--- config.mk ---
export PLATFORM = sky130hd
export DESIGN_NAME = ldpc_ber_sweep_sched
export DESIGN_NICKNAME = d
export VERILOG_FILES = /design/src/rtl/ldpc_ber_sweep_sched.sv
export SDC_FILE = /design/constraint.sdc
export NUM_CORES = 1
export LEC_CHECK = 0
export BUFFER_PORTS_ARGS = -buffer_cell sky130_fd_sc_hd__buf_2
export CAP_MARGIN = 0
export CORE_MARGIN = 10
export CORE_UTILIZATION = 40
export DETAILED_ROUTE_END_ITERATION = 8
export HOLD_SLACK_MARGIN = 0.12
export PLACE_DENSITY_LB_ADDON = 0.12
export SYNTH_ARGS = -nofsm -noshare
export SYNTH_HDL_FRONTEND = slang
export SYNTH_SLANG_ARGS = --single-unit
--- constraint.sdc ---
create_clock -name clk -period 3.12 [get_ports clk]
set_input_delay 0.624 -clock clk [delete_from_list [all_inputs] [get_ports clk]]
set_output_delay 0.624 -clock clk [all_outputs]
set_load 0.02 [all_outputs]
--- src/rtl/ldpc_ber_sweep_sched.sv ---
// LDPC BER sweep scheduler: walks a table of noise operating points, and for
// each one resets the datapath, runs it until a block/error stopping rule
// fires, drains it and emits one result record on a ready/valid stream.
module ldpc_ber_sweep_sched #(
  parameter  int NUM_POINTS = 8,
  parameter  int SETTLE_W   = 8,
  localparam int PW         = (NUM_POINTS > 1) ? $clog2(NUM_POINTS) : 1
) (
  input  logic                clk,
  input  logic                resetn,
  input  logic                start,
  input  logic                abort,
  input  logic                cfg_wr,
  input  logic [PW-1:0]       cfg_addr,
  input  logic [15:0]         cfg_factor,
  input  logic [7:0]          cfg_offset,
  input  logic [PW:0]         num_points,
  input  logic [63:0]         min_blocks,
  input  logic [63:0]         max_blocks,
  input  logic [63:0]         min_errors,
  input  logic [SETTLE_W-1:0] settle_cycles,
  output logic                data_en,
  output logic                data_sw_resetn,
  output logic [15:0]         data_factor,
  output logic [7:0]          data_offset,
  input  logic [63:0]         finished_blocks,
  input  logic [63:0]         bit_errors,
  output logic                res_valid,
  input  logic                res_ready,
  output logic [PW-1:0]       res_point,
  output logic [63:0]         res_blocks,
  output logic [63:0]         res_errors,
  output logic                busy,
  output logic                done
);

  typedef enum logic [2:0] {IDLE, LOAD, RUN, DRAIN, REPORT} state_t;

  typedef struct packed {
    logic [15:0] factor;
    logic [7:0]  offset;
  } point_cfg_t;

  state_t              state, state_nxt;
  point_cfg_t          tbl [NUM_POINTS];
  logic [PW-1:0]       point, point_nxt;
  logic [PW:0]         npts;
  logic [SETTLE_W-1:0] cnt;
  logic                settle_last, stop, last_point, load_entry, sweep_go;

  // A zero settle length still spends one cycle in LOAD/DRAIN.
  assign settle_last = (settle_cycles == '0) || (cnt == settle_cycles - SETTLE_W'(1));
  assign stop        = (finished_blocks >= max_blocks) ||
                       ((finished_blocks >= min_blocks) && (bit_errors >= min_errors));
  assign last_point  = ({1'b0, point} + (PW+1)'(1)) >= npts;
  assign sweep_go    = (state == IDLE) && start && !abort;
  assign load_entry  = (state_nxt == LOAD) && (state != LOAD);

  // Control outputs decode straight from state so an async reset clears them at once;
  // LOAD is the only state with sw reset low and RUN the only one with enable high.
  assign busy           = (state != IDLE);
  assign data_en        = (state == RUN);
  assign data_sw_resetn = (state != LOAD);
  assign res_valid      = (state == REPORT);

  // Next-state logic; abort overrides every transition out of a busy state.
  always_comb begin
    state_nxt = state;
    point_nxt = point;
    case (state)
      IDLE:   if (sweep_go && num_points != '0) begin
                state_nxt = LOAD;
                point_nxt = '0;
              end
      LOAD:   if (settle_last) state_nxt = RUN;
      RUN:    if (stop) state_nxt = DRAIN;
      DRAIN:  if (settle_last) state_nxt = REPORT;
      REPORT: if (res_ready) begin
                if (last_point) state_nxt = IDLE;
                else begin
                  state_nxt = LOAD;
                  point_nxt = point + PW'(1);
                end
              end
      default: state_nxt = IDLE;
    endcase
    if (abort && state != IDLE) state_nxt = IDLE;
  end

  // State, point index and the settle/drain cycle counter (restarts on every state change).
  always_ff @(posedge clk or negedge resetn) begin
    if (!resetn) begin
      state <= IDLE;
      point <= '0;
      cnt   <= '0;
    end else begin
      state <= state_nxt;
      point <= point_nxt;
      if (state_nxt != state) cnt <= '0;
      else                    cnt <= cnt + SETTLE_W'(1);
    end
  end

  // Operating-point table; host writes land only while idle.
  always_ff @(posedge clk or negedge resetn) begin
    if (!resetn) begin
      for (int i = 0; i < NUM_POINTS; i++) tbl[i] <= '0;
    end else if (cfg_wr && state == IDLE && int'(cfg_addr) < NUM_POINTS) begin
      tbl[cfg_addr] <= '{factor: cfg_factor, offset: cfg_offset};
    end
  end

  // Sweep length is clamped to the table depth and frozen at start.
  always_ff @(posedge clk or negedge resetn) begin
    if (!resetn)                        npts <= '0;
    else if (sweep_go) begin
      if (int'(num_points) > NUM_POINTS) npts <= (PW+1)'(NUM_POINTS);
      else                               npts <= num_points;
    end
  end

  // Point configuration is sampled once on entry to LOAD and held through the point.
  always_ff @(posedge clk or negedge resetn) begin
    if (!resetn) begin
      data_factor <= '0;
      data_offset <= '0;
    end else if (load_entry) begin
      data_factor <= tbl[point_nxt].factor;
      data_offset <= tbl[point_nxt].offset;
    end
  end

  // Result record is captured on the last drain cycle and held through REPORT.
  always_ff @(posedge clk or negedge resetn) begin
    if (!resetn) begin
      res_point  <= '0;
      res_blocks <= '0;
      res_errors <= '0;
    end else if (state == DRAIN && state_nxt == REPORT) begin
      res_point  <= point;
      res_blocks <= finished_blocks;
      res_errors <= bit_errors;
    end
  end

  // Completion pulse: empty sweep, or final record accepted without abort.
  always_ff @(posedge clk or negedge resetn) begin
    if (!resetn) done <= 1'b0;
    else         done <= (sweep_go && num_points == '0) ||
                         (state == REPORT && res_ready && last_point && !abort);
  end

endmodule

==> reports/metrics.cfg <==
[worst_setup_path]
cpLargestDelayFamily=compound AO/OA/AOI/OAI gates
crit_required_ns=3.58
start_kind=flop
critPathSlowestCell=dfrtp_1
critPathArrivalTime_ns=3.54
endpoint_kind=flop
critPathKind=reg -> reg
cp_max_fo=7
critical_path.cell_chain=ha_2 > ha_4 > a211oi_4 > o2111ai_4 > buf_12 > xnor2_4 > nand2_8 > buf_12 > clkbuf_16 > a211oi_4 > a311oi_2 > a211o_1
cpPeakStageDelay_ns=0.38
cp_num_buf_inv=3

[logic_synthesis]
avgSynthCellArea_um2=11.10
synth_area_um2=21040
syn_nets=2460
seq_area_frac_synth_pct=43.54
synthArstFlopShare_pct=100.0
synth-edff-count=0
postSynthCellCount=1895
synthFlopType=dfrtp_1
ys_ff_latch=366
yosysWarnings=0
ys_types=63

[timing]
rsz0062_at_grt=true
slew_viol_final=0
slew_headroom_pct=33.52
tightest_slew_ns=0.9721
fin_ws_ns=0.04648
clock_skew_ns=0.03077
fin_crit_ns=3.074
hold_violations=0
final-setup-viol-count=0
fin_crit_sh_pct=98.51
fmax_mhz=325.4

[power]
ir_worst_vdd_v=0.0005007
leakage_nw=14.85
p_total_mw=14.13
p_per_area_nw_per_um2=514.7

[grt]
grt-ovfl-total=0
track_usage_pct=23.78
antenna_found_initial=14
grt_pass1_vias=18010
grt_max_degree=73
grt_first_pass_wirelength_um=115200

[worst_hold_path]
hold_path_class=in -> reg

[route]
ant_nets=0
wl_um=77500
first_iter_violations=1010
firstDrtPassIters=5
vias_per_cell=5.332
drt-wirelength-per-cell_um=23.93
vias=17270
remaining_drc_errors=0

[clocking]
clockBufferDepth=3
cts_tree=built
cts_made_buffers=45
clkSinkCount=366
h-tree-depth=2
path_clk_slew_ns=0.07
cts_root_buf=clkbuf_16
clkLatencyLatePin_ns=0.59

[finish]
drive_gt1_share_pct=44.20
fin_area_um2=27460
final_nets=3084
final_util_pct=53.09
area_delta_synth_final_pct=30.51

[outcome]
outcome=finished, final reports clean

[place]
placed_area_um2=25320
dp_slack_ns=-0.3639
port_buffers=524
dp_hpwl_um=59220
gp_congestion=0.9403

[die]
ios=525
start_util_pct=40.68
die_area_um2=62170
dieWidth_um=249.3
num_rows=83
die-height_um=249.3
coreArea_um2=51720

[run]
cap_violations=0

[power breakdown]
| part | switching (mW) | internal [mW] |
|---|---|---|
| logic | 1.38 | 1.52 |
| registers | 0.481 | 5.58 |
| clock network | 2.12 | 3.05 |
| total | 3.99 | 10.1 |
[kinds of logic (layout without fill, tap and decap cells)]
kind of cell | after synthesis | after routing | share of synthesized area [%]
AO/OA/AOI/OAI | 306 | 306 | 9.807
XOR/XNOR | 16 | 16 | 0.6661
adder cells (fa/ha/maj) | 200 | 200 | 11.89
buffers and inverters | 289 | 946 | 5.591
flip-flops | 366 | 366 | 43.54
multiplexers | 326 | 326 | 19.04
other | 0 | 7 | 0
AND/OR/NAND/NOR | 392 | 392 | 9.462
[worst register-to-register path: stages (launching register included)]
cell,delay [ns]
dfrtp_1,0.38
ha_2,0.36
ha_4,0.21
a211oi_4,0.29
o2111ai_4,0.20
buf_12,0.18
xnor2_4,0.29
nand2_8,0.08
buf_12,0.16
clkbuf_16,0.19
a211oi_4,0.26
a311oi_2,0.07
a211o_1,0.29
[flip-flops by register name (all words and copies together) (netlist names)]
signal and cells:
tbl 192, res_blocks 64, res_errors 64, data_factor 16, cnt 8, data_offset 8
npts 4, point 3, res_point 3, state 3, done 1
[repair_timing]
| action | 4_1_cts | 5_1_grt |
|---|---|---|
| pin swaps | 0 | 13 |
| hold endpoints to repair | 60 | 0 |
| setup buffers | 0 | 6 |
| hold buffers | 1 | 0 |
| setup endpoints to repair | 22 | 32 |
| cloned | 0 | 5 |
| resized for setup | 6 | 80 |
[per-layer routing]
layer	vias up	global-route usage, %	part of all wire (%)
li1	8008	-	-
met1	8627	28.04	40
met2	494	42.25	51
met3	127	4.946	5.8
met4	14	7.733	3.1
met5	-	0	0.13
[Yosys cell counts (all sizes together) (3+ instances only)]
master / instances / area, µm²
inv: 208 / 780.8
nor3: 11 / 60.06
o21a: 4 / 30.03
nor2: 29 / 108.9
xor2: 9 / 78.83
and3: 55 / 345.3
a31oi: 25 / 156.4
nor4: 11 / 87.59
a211o: 25 / 219.0
a311oi: 26 / 227.7
or2: 3 / 18.77
a21o: 6 / 45.04
o211ai: 3 / 22.52
o21ai: 34 / 170.2
a211oi: 54 / 410.4
buf: 27 / 192.7
nor3b: 4 / 35.03
a2111oi: 5 / 43.79
nand2: 166 / 623.1
nand3b: 4 / 30.03
mux2: 324 / 3986
a21oi: 97 / 485.5
dfrtp: 366 / 9159
ha: 200 / 2502
nor2b: 3 / 18.77
or4: 5 / 37.54
and4: 5 / 43.79
and2: 25 / 156.4
a22oi: 3 / 22.52
clkbuf: 54 / 202.7
nand2b: 16 / 100.1
nand4: 31 / 193.9
xnor2: 7 / 61.31
nand3: 20 / 100.1
a221oi: 8 / 76.32
[layout by cell type, fill, tap and decap left out, types with 26 or more instances in the layout]
| master | instances |
|---|---|
| mux2_2 | 234 |
| a211oi_2 | 29 |
| nor2_1 | 26 |
| ha_1 | 197 |
| buf_2 | 523 |
| and3_1 | 54 |
| a21oi_1 | 96 |
| buf_4 | 100 |
| mux2_4 | 90 |
| clkbuf_16 | 49 |
| o21ai_0 | 33 |
| dfrtp_1 | 366 |
| nand2_1 | 165 |
| nand4_1 | 31 |
| inv_1 | 207 |
[worst paths after layout]
path                           startpoint         endpoint  slack (ns)  cells after the start
max in group asynchronous          resetn           cnt[0]        1.68                      3
min                        bit_errors[32]   res_errors[32]        0.29                      2
min in group asynchronous          resetn         tbl[136]        0.64                      2
max reg2reg                      point[1]  data_factor[15]        0.05                     12
max                              point[1]  data_factor[15]        0.05                     12
min reg2reg                       tbl[64]          tbl[64]        0.49                      1
[final cells by class]
type | count | area, µm²
Sequential cell | 366 | 9159
Timing Repair Buffer | 658 | 4038
Tap cell | 680 | 850.8
Clock buffer | 71 | 1344
Fill cell | 4638 | 24260
Inverter | 208 | 783.3
Multi-Input combinational cell | 1240 | 11160
Antenna cell | 7 | 17.52
Clock inverter | 9 | 106.4
[through the flow]
step	hold slack, ns	instances	setup TNS [ns]
floorplan	0.3284	1895	0
global placement	0.4762	3140	-3.015
detailed placement	0.4840	3140	-5.950
CTS	0.2619	3221	-0.001134
global route	0.2752	3235	-0.3789
finish	0.2940	3239	0
Power figures use the tool's default switching activity.
